==> config.mk <==
export PLATFORM = sky130hd
export DESIGN_NAME = uart_fifo_bridge
export DESIGN_NICKNAME = d
export VERILOG_FILES = /design/src/rtl/uart_fifo_pkg.sv /design/src/rtl/uart_sync_fifo.sv /design/src/rtl/uart_fifo_bridge.sv
export SDC_FILE = /design/constraint.sdc
export NUM_CORES = 1
export LEC_CHECK = 0
export ABC_AREA = 1
export BUFFER_PORTS_ARGS = -buffer_cell sky130_fd_sc_hd__buf_4
export CORE_ASPECT_RATIO = 0.5
export CORE_MARGIN = 5
export CORE_UTILIZATION = 50
export CTS_CLUSTER_SIZE = 20
export DETAILED_ROUTE_END_ITERATION = 6
export PLACE_DENSITY = 0.74
export SETUP_SLACK_MARGIN = 0.4
export SLEW_MARGIN = 25
export SYNTH_ARGS = -nofsm -noshare
export SYNTH_HDL_FRONTEND = slang
export SYNTH_SLANG_ARGS = --single-unit
==> constraint.sdc <==
create_clock -name clk -period 2.5 [get_ports clk]
set_input_delay 0.5 -clock clk [delete_from_list [all_inputs] [get_ports clk]]
set_output_delay 0.5 -clock clk [all_outputs]
set_load 0.01 [all_outputs]
==> src/rtl/uart_fifo_pkg.sv <==
// Shared types and constants for the UART FIFO bridge: RX FSM states,
// status word bit positions and the value returned by a read of an empty RX FIFO.
package uart_fifo_pkg;

  typedef enum logic [1:0] {
    RX_IDLE  = 2'd0,
    RX_ACK   = 2'd1,
    RX_GUARD = 2'd2
  } rx_state_e;

  localparam int STAT_TX_CNT_LSB = 0;
  localparam int STAT_RX_CNT_LSB = 8;
  localparam int STAT_TX_FULL    = 16;
  localparam int STAT_TX_EMPTY   = 17;
  localparam int STAT_RX_FULL    = 18;
  localparam int STAT_RX_EMPTY   = 19;

  localparam logic [31:0] EMPTY_READ = 32'hFFFF_FFFF;

  function automatic logic [31:0] pack_status(
    input logic [7:0] tx_cnt,
    input logic [7:0] rx_cnt,
    input logic       tx_full,
    input logic       tx_empty,
    input logic       rx_full,
    input logic       rx_empty
  );
    logic [31:0] s;
    s                           = '0;
    s[STAT_TX_CNT_LSB +: 8]     = tx_cnt;
    s[STAT_RX_CNT_LSB +: 8]     = rx_cnt;
    s[STAT_TX_FULL]             = tx_full;
    s[STAT_TX_EMPTY]            = tx_empty;
    s[STAT_RX_FULL]             = rx_full;
    s[STAT_RX_EMPTY]            = rx_empty;
    return s;
  endfunction

endpackage

==> src/rtl/uart_sync_fifo.sv <==
// 8-bit synchronous FIFO, 2**DEPTH_LOG2 entries. Push into a full FIFO and
// pop from an empty FIFO are ignored; push and pop may occur together.
module uart_sync_fifo
  import uart_fifo_pkg::*;
#(
  parameter int DEPTH_LOG2 = 4
) (
  input  logic                  clk,
  input  logic                  resetn,
  input  logic                  i_push,
  input  logic [7:0]            i_din,
  input  logic                  i_pop,
  output logic [7:0]            o_dout,
  output logic                  o_full,
  output logic                  o_empty,
  output logic [DEPTH_LOG2:0]   o_count
);

  localparam int DEPTH = 1 << DEPTH_LOG2;
  localparam logic [DEPTH_LOG2:0] FULL_CNT = {1'b1, {DEPTH_LOG2{1'b0}}};

  logic [7:0]            r_mem [DEPTH];
  logic [DEPTH_LOG2-1:0] r_wr_ptr;
  logic [DEPTH_LOG2-1:0] r_rd_ptr;
  logic [DEPTH_LOG2:0]   r_count;
  logic                  w_do_push;
  logic                  w_do_pop;

  assign o_full    = (r_count == FULL_CNT);
  assign o_empty   = (r_count == '0);
  assign o_count   = r_count;
  assign o_dout    = r_mem[r_rd_ptr];
  assign w_do_push = i_push && !o_full;
  assign w_do_pop  = i_pop && !o_empty;

  // Storage is not reset; the pointers alone define what is valid.
  always_ff @(posedge clk) begin
    if (w_do_push) begin
      r_mem[r_wr_ptr] <= i_din;
    end
  end

  always_ff @(posedge clk) begin
    if (!resetn) begin
      r_wr_ptr <= '0;
      r_rd_ptr <= '0;
      r_count  <= '0;
    end else begin
      if (w_do_push) r_wr_ptr <= r_wr_ptr + 1'b1;
      if (w_do_pop)  r_rd_ptr <= r_rd_ptr + 1'b1;
      case ({w_do_push, w_do_pop})
        2'b10:   r_count <= r_count + 1'b1;
        2'b01:   r_count <= r_count - 1'b1;
        default: r_count <= r_count;
      endcase
    end
  end

endmodule

==> src/rtl/uart_fifo_bridge.sv <==
// CPU <-> simple-UART buffering bridge with TX and RX FIFOs, status word and irq.
// Define UART_FIFO_RX_THRESH_EN to raise irq_out at an RX fill threshold instead of non-empty.
module uart_fifo_bridge
  import uart_fifo_pkg::*;
#(
  parameter int DEPTH_LOG2   = 4,
  parameter int RX_IRQ_LEVEL = 8
) (
  input  logic        clk,
  input  logic        resetn,
  input  logic        reg_dat_we,
  input  logic        reg_dat_re,
  input  logic [31:0] reg_dat_di,
  output logic [31:0] reg_dat_do,
  output logic        reg_dat_wait,
  output logic [31:0] reg_stat_do,
  output logic        uart_dat_we,
  output logic [31:0] uart_dat_di,
  input  logic        uart_dat_wait,
  output logic        uart_dat_re,
  input  logic [31:0] uart_dat_do,
  input  logic        uart_rx_valid,
  output logic        irq_out
);

  localparam int CW = DEPTH_LOG2 + 1;

  logic [7:0]    w_tx_head;
  logic          w_tx_full;
  logic          w_tx_empty;
  logic [CW-1:0] w_tx_count;
  logic          w_tx_pop;
  logic [7:0]    w_rx_head;
  logic          w_rx_full;
  logic          w_rx_empty;
  logic [CW-1:0] w_rx_count;
  logic          w_rx_push;
  logic          w_irq_next;
  logic          w_unused_bits;

  rx_state_e     r_rx_state;
  logic          r_uart_dat_re;
  logic          r_irq;

  // A full FIFO stalls the CPU even if it drains this cycle; the CPU retries.
  assign reg_dat_wait = reg_dat_we && w_tx_full;
  assign uart_dat_we  = !w_tx_empty;
  assign uart_dat_di  = {24'b0, w_tx_head};
  assign w_tx_pop     = uart_dat_we && !uart_dat_wait;

  uart_sync_fifo #(.DEPTH_LOG2(DEPTH_LOG2)) u_tx_fifo (
    .clk     (clk),
    .resetn  (resetn),
    .i_push  (reg_dat_we && !w_tx_full),
    .i_din   (reg_dat_di[7:0]),
    .i_pop   (w_tx_pop),
    .o_dout  (w_tx_head),
    .o_full  (w_tx_full),
    .o_empty (w_tx_empty),
    .o_count (w_tx_count)
  );

  assign w_rx_push = (r_rx_state == RX_ACK);

  uart_sync_fifo #(.DEPTH_LOG2(DEPTH_LOG2)) u_rx_fifo (
    .clk     (clk),
    .resetn  (resetn),
    .i_push  (w_rx_push),
    .i_din   (uart_dat_do[7:0]),
    .i_pop   (reg_dat_re),
    .o_dout  (w_rx_head),
    .o_full  (w_rx_full),
    .o_empty (w_rx_empty),
    .o_count (w_rx_count)
  );

  // The guard cycle lets the UART's valid flag settle after the acknowledge
  // so the same byte is never fetched twice.
  always_ff @(posedge clk) begin
    if (!resetn) begin
      r_rx_state    <= RX_IDLE;
      r_uart_dat_re <= 1'b0;
    end else begin
      case (r_rx_state)
        RX_IDLE: begin
          if (uart_rx_valid && !w_rx_full) begin
            r_rx_state    <= RX_ACK;
            r_uart_dat_re <= 1'b1;
          end
        end
        RX_ACK: begin
          r_rx_state    <= RX_GUARD;
          r_uart_dat_re <= 1'b0;
        end
        RX_GUARD: begin
          r_rx_state <= RX_IDLE;
        end
        default: begin
          r_rx_state    <= RX_IDLE;
          r_uart_dat_re <= 1'b0;
        end
      endcase
    end
  end

  assign uart_dat_re = r_uart_dat_re;

`ifdef UART_FIFO_RX_THRESH_EN
  assign w_irq_next = (w_rx_count >= CW'(RX_IRQ_LEVEL));
`else
  localparam int unused_irq_level = RX_IRQ_LEVEL;
  assign w_irq_next = !w_rx_empty;
`endif

  always_ff @(posedge clk) begin
    if (!resetn) begin
      r_irq <= 1'b0;
    end else begin
      r_irq <= w_irq_next;
    end
  end

  assign irq_out     = r_irq;
  assign reg_dat_do  = w_rx_empty ? EMPTY_READ : {24'b0, w_rx_head};
  assign reg_stat_do = pack_status(8'(w_tx_count), 8'(w_rx_count),
                                   w_tx_full, w_tx_empty, w_rx_full, w_rx_empty);

  assign w_unused_bits = ^{reg_dat_di[31:8], uart_dat_do[31:8]};

endmodule

==> results.tsv, run 1 <==
stage	metric	value	unit
global_routing	first-pass GRT wire length	43500	um
floorplan	io pins	170	
pwr	combinational power share	37.2	%
pwr	clock share of power	25.7	%
critical_path	slowest stage delay, CP	490	ps
floorplan	Placement Rows	41	
layout	ant diodes	0	
critical_path	kind of critical path	reg -> out	
placed_design	RD Place Congestion	0.818	
job	Max Cap Violations	0	
timing	RSZ-0062 raised after global routing	true	
pwr	Sequential Power Share	37.1	%
drt	# DRC	0	
placed_design	port bufs	79	
timing	worst hold slack	250	ps
synthesis	flops & latches, synth	294	
timing	Slew @ Worst Pin	619	ps
pwr	Leak	0.00569	uW
layout	# nets final	1214	
layout	Final Core Density	61.7	%
cts	clk sinks	294	
cts	CTS H-Tree Depth	1	
layout	layout cells sized above 1	25.9	%
critical_path	nature of the critical path startpoint	flop	
critical_path	Worst R2R Setup Slack	160	ps
timing	Final Critical Period	2590	ps
cts	worst skew pair latency	530	ps
critical_path	Setup crit end kind	output port	
drt	DR iter-0 viols	780	
synthesis	Syn Area/Cell	12.6	sq um
timing	setup violators final	4	
floorplan	Die ar.	28800	sq um
critical_path	CP arrival	2090	ps
timing	Worst slew margin	58.7	%
pwr	Pwr Density	1020	nW/um^2
synthesis	synth unique cells	39	
synthesis	Mapped Cells	1003	
drt	Vias	8144	
cts	Root Buffer	clkbuf_16	
placed_design	Final HPWL DP	16500	um
critical_path	critical path peak fanout	14	
critical_path	WP buf/inv	3	
pwr	internal power	10800	uW
global_routing	vias in the first global route	7807	
floorplan	Initial Utilization	50.5	%
global_routing	gr usage total	19.1	%
cts	# hold bufs at CTS	0	
outcome	status	finished, violations left	
synthesis	Yosys warning count	0	
global_routing	antenna violations before repair	0	
pwr	Psw	4980	uW
cts	Reg clk slew, reported paths	70	ps
drt	vias per cell	5.47	
critical_path	Worst EP required	2000	ps
synthesis	part of the Yosys area used for sequential elements	66.7	%
critical_path	CP cell instances	buf_12 > buf_16 > mux2i_2 > o221ai_2 > nand3_1 > nand3_2 > buf_6	
placed_design	Placed Instances	1397	
drt	drt pass-1 iters	5	
synthesis	area leader, netlist	edfxtp_1	
floorplan	Die W	235	um
drt	Detailed Route WL	29200	um
synthesis	Synth area leaders	edfxtp_1 61%, dfxtp_1 6.0%, mux2i_1 5.1%, buf_4 4.3%, o21ai_0 3.3%	
timing	final hold violation count	0	
drt	routed length per instance	19.6	um
cts	clk buf depth	3	
timing	Final Cycle Share	104	%
placed_design	worst slack at placement	203	ps
global_routing	GRT overflow	0	
timing	clock skew	8.05	ps
cts	cts bufs inserted	26	
critical_path	CP top delay family	flip-flops	
layout	final cell count without fillers	1490	
global_routing	pin count of the biggest net entering global routing	33	
drt	antenna-violating nets left	0	
synthesis	Syn Std Cell Area	12700	sq um
layout	Layout area overhead	22.3	%
pwr	Sw Share	31.6	%
hold_path	Hold Path Class	in -> reg	
pwr	Max IR drop VDD	0.000689	V
floorplan	core area	25100	sq um
timing	max-slew violation count	0	
outcome	failing checks	negative setup slack	
cts	CTS tree	yes	
critical_path	slowest library cell on the worst path	dfxtp_4	
timing	max frequency	0.386	GHz
timing	Setup WS post-layout	-89.1	ps
synthesis	post-synth top area share	60.7	%
floorplan	die height	123	um
-- worst min-delay path, cell delays in order --
cell	delay, ps
buf_4	70
nand4_1	110
inv_1	70
-- timing repair --
action	CTS	global route
endpoints found under the setup margin	86	66
pin swaps	23	42
buffers inserted	23	12
resized for setup	90	75
cloned	9	3
-- power by group through the flow --
stage	clock network (uW)	registers [uW]	logic, uW
2_1_floorplan	0	5840	2970
3_3_place_gp	0	5910	3960
3_5_place_dp	0	5930	4070
4_1_cts	4090	5830	5150
5_1_grt	4330	5870	6270
6_report	4050	5840	5850
-- flip-flops by register name (all words and copies together) (netlist names), named ones only --
name	flops
u_rx_fifo.r_mem	128
u_tx_fifo.r_mem	128
u_rx_fifo.o_count	5
u_tx_fifo.o_count	5
u_rx_fifo.r_rd_ptr	4
u_rx_fifo.r_wr_ptr	4
u_tx_fifo.r_rd_ptr	4
u_tx_fifo.r_wr_ptr	4
r_rx_state	2
irq_out	1
uart_dat_re	1
-- cell usage in the layout, fill, tap and decap left out, types with 33 or more instances in the layout --
cell type,Yosys,final
edfxtp_1,256,256
buf_4,73,91
nor2_1,97,88
inv_1,79,72
o21ai_0,84,68
mux2i_1,64,59
buf_6,3,57
nand2_1,50,48
a21oi_1,46,44
conb_1,1,42
nand3_1,43,33
-- layer usage --
| layer | GRT usage (%) | wire length, um | vias to the layer above | share of wire [%] |
|---|---|---|---|---|
| li1 | - | - | 3768 | - |
| met1 | 24.9 | 11300 | 3962 | 39 |
| met2 | 34.0 | 14900 | 366 | 51 |
| met3 | 3.52 | 2330 | 48 | 8.0 |
| met4 | 4.34 | 569 | 0 | 2.0 |
| met5 | 0 | 0 | - | 0 |
-- cell families after synthesis --
kind of cell               synth area share, %
AOI/OAI and AO/OA                         9.82
xor gates and xnor gates                 0.613
adders and majority gates                 1.58
buffers and inverters                     8.44
DFF                                       66.7
muxes                                     5.06
other                                   0.0296
and+or+nand+nor                           7.71
-- path summary, 6_finish.rpt --
kind,to,start,cells past startpoint
hold reg to reg,r_rx_state[1],r_rx_state[1],1
setup reg to reg,u_tx_fifo.o_count[2],u_tx_fifo.o_count[1],13
hold / removal,r_rx_state[0],uart_rx_valid,3
setup / recovery,reg_dat_do[6],flop,7
-- final cells by class --
cell class	instances	area, sq um
Fill cell	1775	9610
Clock inverter	15	146
Multi-Input combinational cell	550	3540
Timing Repair Buffer	169	1810
Timing Repair inverter	3	22.5
Sequential cell	294	8490
Inverter	84	333
Tap cell	344	430
Clock buffer	31	711
-- synth_stat cells, drive strengths merged --
cell type	instances
dfxtp	38
nand2	59
clkinv	1
nor4	2
edfxtp	256
nor3	1
a31o	1
mux2i	64
o31ai	1
a21oi	46
a21o	1
buf	92
clkbuf	24
conb	1
o221ai	33
o211ai	32
nor2	101
nand3b	1
nor3b	1
nand3	46
xor2	6
nand4	4
o21ai	91
inv	83
xnor2	2
ha	16
-- per-stage QoR --
step | cell area (sq um) | power, uW | setup TNS (ps)
after floorplan | 12800 | 8810 | 0
after global placement | 13500 | 9870 | 0
after detailed placement | 13500 | 10000 | 0
after CTS | 15000 | 15100 | -8.34
after global routing | 15500 | 16500 | -1200
final | 15500 | 15800 | -151
Power figures use the tool's default switching activity.
==> inputs of run 2 (changes only) <==
--- a/config.mk
+++ b/config.mk
@@ -8,7 +8,7 @@
 export ABC_AREA = 1
 export BUFFER_PORTS_ARGS = -buffer_cell sky130_fd_sc_hd__buf_4
 export CORE_ASPECT_RATIO = 0.5
-export CORE_MARGIN = 5
+export CORE_MARGIN = 2
 export CORE_UTILIZATION = 50
 export CTS_CLUSTER_SIZE = 20
 export DETAILED_ROUTE_END_ITERATION = 6
==> run 2 against run 1 <==
  * The flow still finishes with violations (negative setup slack)
  * Register-to-register slack better by 100 ps
  * Routed wire length is 2.0% higher
  * Die area is 7.3% lower
  * Sequential power is 0.7% lower
  * Worst setup slack worse by 37 ps
  * Fmax is 1.4% lower
  * Utilization is 2.2 points higher
  * Critical endpoint is now uart_dat_di[7]
  * Highest routed layer unchanged
==> results.tsv, run 2 (synthesized netlist as in run 1, its figures left out) <==
stage	metric	value	unit	change
outcome	status	finished, violations left		unchanged
outcome	failing checks	negative setup slack		unchanged
floorplan	die height	117	um	was 123 um
critical_path	CP arrival	2130	ps	was 2090 ps
floorplan	Die W	229	um	was 235 um
placed_design	port bufs	79		unchanged
timing	Setup WS post-layout	-126	ps	was -89.1 ps
critical_path	Worst R2R Start	u_tx_fifo.o_count[2]		was u_tx_fifo.o_count[1]
cts	cts bufs inserted	26		unchanged
hold_path	worst hold stages	3		unchanged
cts	CTS tree	yes		unchanged
critical_path	kind of critical path	reg -> out		unchanged
global_routing	pin count of the biggest net entering global routing	33		unchanged
timing	RSZ-0062 raised after global routing	true		unchanged
timing	Final Cycle Share	105	%	was 104%
drt	routed length per instance	19.7	um	was 19.6 um
layout	# fillers	1857		was 1775
floorplan	Placement Rows	41		unchanged
drt	antenna-violating nets left	0		unchanged
timing	Slew @ Worst Pin	720	ps	was 619 ps
pwr	clock share of power	26.0	%	was 25.7%
layout	ant diodes	0		unchanged
critical_path	Worst R2R Setup Slack	260	ps	was 160 ps
hold_path	hold path start	uart_rx_valid		unchanged
layout	# nets final	1233		was 1214
pwr	combinational power share	38.9	%	was 37.2%
pwr	Sw Share	31.6	%	about the same
layout	final design area excluding fillers	16000	sq um	was 15500 sq um
critical_path	R2R Path End	u_tx_fifo.o_count[4]		was u_tx_fifo.o_count[2]
cts	# hold bufs at CTS	0		unchanged
drt	DR iter-0 viols	576		was 780
critical_path	CP Capture Point	uart_dat_di[7]		was reg_dat_do[6]
pwr	Pwr Density	1030	nW/um^2	was 1020 nW/um^2
drt	Detailed Route WL	29800	um	was 29200 um
timing	setup violators final	11		was 4
placed_design	Final HPWL DP	16800	um	was 16500 um
global_routing	vias in the first global route	8009		was 7807
timing	final hold violation count	0		unchanged
critical_path	critical path peak fanout	7		was 14
cts	clk buf depth	3		unchanged
drt	vias per cell	5.44		was 5.47
timing	clock skew	7.18	ps	was 8.05 ps
floorplan	Die ar.	26700	sq um	was 28800 sq um
global_routing	first-pass GRT wire length	44300	um	was 43500 um
global_routing	gr usage total	21.7	%	was 19.1%
placed_design	RD Place Congestion	0.824		was 0.818
drt	drt pass-1 iters	5		unchanged
hold_path	Hold Path Class	in -> reg		unchanged
pwr	Psw	5230	uW	was 4980 uW
floorplan	io pins	170		unchanged
pwr	internal power	11300	uW	was 10800 uW
layout	Top Registers	u_rx_fifo.r_mem x128, u_tx_fifo.r_mem x128		unchanged
critical_path	Setup crit end kind	output port		unchanged
cts	Root Buffer	clkbuf_16		unchanged
job	Max Cap Violations	0		unchanged
critical_path	Worst EP required	2000	ps	about the same
layout	final cell count without fillers	1511		was 1490
timing	Final Critical Period	2630	ps	was 2590 ps
drt	# DRC	0		unchanged
global_routing	antenna violations before repair	0		unchanged
cts	CTS H-Tree Depth	1		unchanged
cts	clk sinks	294		unchanged
floorplan	core area	25000	sq um	was 25100 sq um
layout	layout cells sized above 1	29.9	%	was 25.9%
floorplan	Initial Utilization	50.6	%	was 50.5%
global_routing	GRT overflow	0		unchanged
cts	worst skew pair latency	540	ps	was 530 ps
placed_design	dpl cell area	13500	sq um	about the same
layout	most common cell after layout, fill and taps aside	edfxtp_1		unchanged
timing	Worst slew margin	51.8	%	was 58.7%
timing	max-slew violation count	0		unchanged
critical_path	nature of the critical path startpoint	flop		unchanged
layout	Layout area overhead	26.3	%	was 22.3%
critical_path	R2R depth	15		was 13
placed_design	Placed Instances	1397		unchanged
pwr	Leak	0.00587	uW	was 0.00569 uW
pwr	Sequential Power Share	35.1	%	was 37.1%
timing	max frequency	0.381	GHz	was 0.386 GHz
layout	most frequent cells in the layout	256 x edfxtp_1, 106 x buf_4, 92 x nor2_1		was 256 x edfxtp_1, 91 x buf_4, 88 x nor2_1
pwr	Max IR drop VDD	0.000559	V	was 0.000689 V
cts	Reg clk slew, reported paths	60	ps	was 70 ps
drt	Vias	8218		was 8144
[run 2: cell types whose count changed in the layout (fill, tap and decap cells not counted), sizes merged]
cell / change
buf: +23
bufbuf: -2
bufinv: +1
clkbuf: +3
clkinv: -4
[run 2: worst min-delay path by stage]
stage	end	slack, ps
floorplan	r_rx_state[1]	420
global placement	r_rx_state[1]	430
detailed placement	r_rx_state[1]	440
CTS	r_rx_state[0]	220
global route	r_rx_state[0]	220
finish	r_rx_state[0]	250
[run 2: critical path, stage by stage (launching register included)]
cell,delay (ps)
dfxtp_4,370
buf_12,150
buf_12,120
buf_16,130
a21oi_1,190
o21ai_2,80
o211ai_1,90
nand3_1,180
nand2_2,160
buf_6,110
[run 2: power by group through the flow]
stage               Sequential, uW  Combinational, uW  Clock (uW)
global route                  5820               6870        4570
detailed placement            5910               4070           0
floorplan                     5840               2970           0
global placement              5890               3940           0
finish                        5800               6430        4300
CTS                           5800               5580        4370
[run 2: layer usage]
metal / track usage (%) / vias to the layer above / part of all wire (%)
met3: 3.37 / 47 / 6.1
li1: - / 3800 / -
met4: 4.98 / 0 / 1.9
met5: 0 / - / 0
met1: 26.7 / 4086 / 40
met2: 40.8 / 285 / 52
[run 2: stage by stage]
step           setup TNS [ps]  utilization (%)  power [uW]  hold WS [ps]  worst slack, ps
2_1_floorplan               0                -        8810           424              343
3_3_place_gp                0             53.9        9830           434              238
3_5_place_dp                0             53.9        9980           444              196
4_1_cts                  -408             61.5       15700           222            -53.8
5_1_grt                 -1880             63.8       17300           225             -229
6_report                 -719             63.8       16500           249             -126
[run 2: final cells by class]
type / count / area (sq um) / share of cell area, %
flip-flops and latches: 294 / 8490 / 53.1
multi-input cells: 550 / 3720 / 23.3
repair buffers: 188 / 2060 / 12.9
clock buffers: 36 / 749 / 4.69
well taps: 344 / 430 / 2.69
inverters: 84 / 342 / 2.14
clock inverters: 12 / 170 / 1.06
repair inverters: 3 / 22.5 / 0.141
[run 2: repair_timing]
item / in CTS / in global routing
pin swaps: 57 / 56
endpoints found under the hold margin: 0 / 0
setup buffers: 32 / 18
setup endpoints to repair: 46 / 74
resized for setup: 127 / 110
cloned: 14 / 2
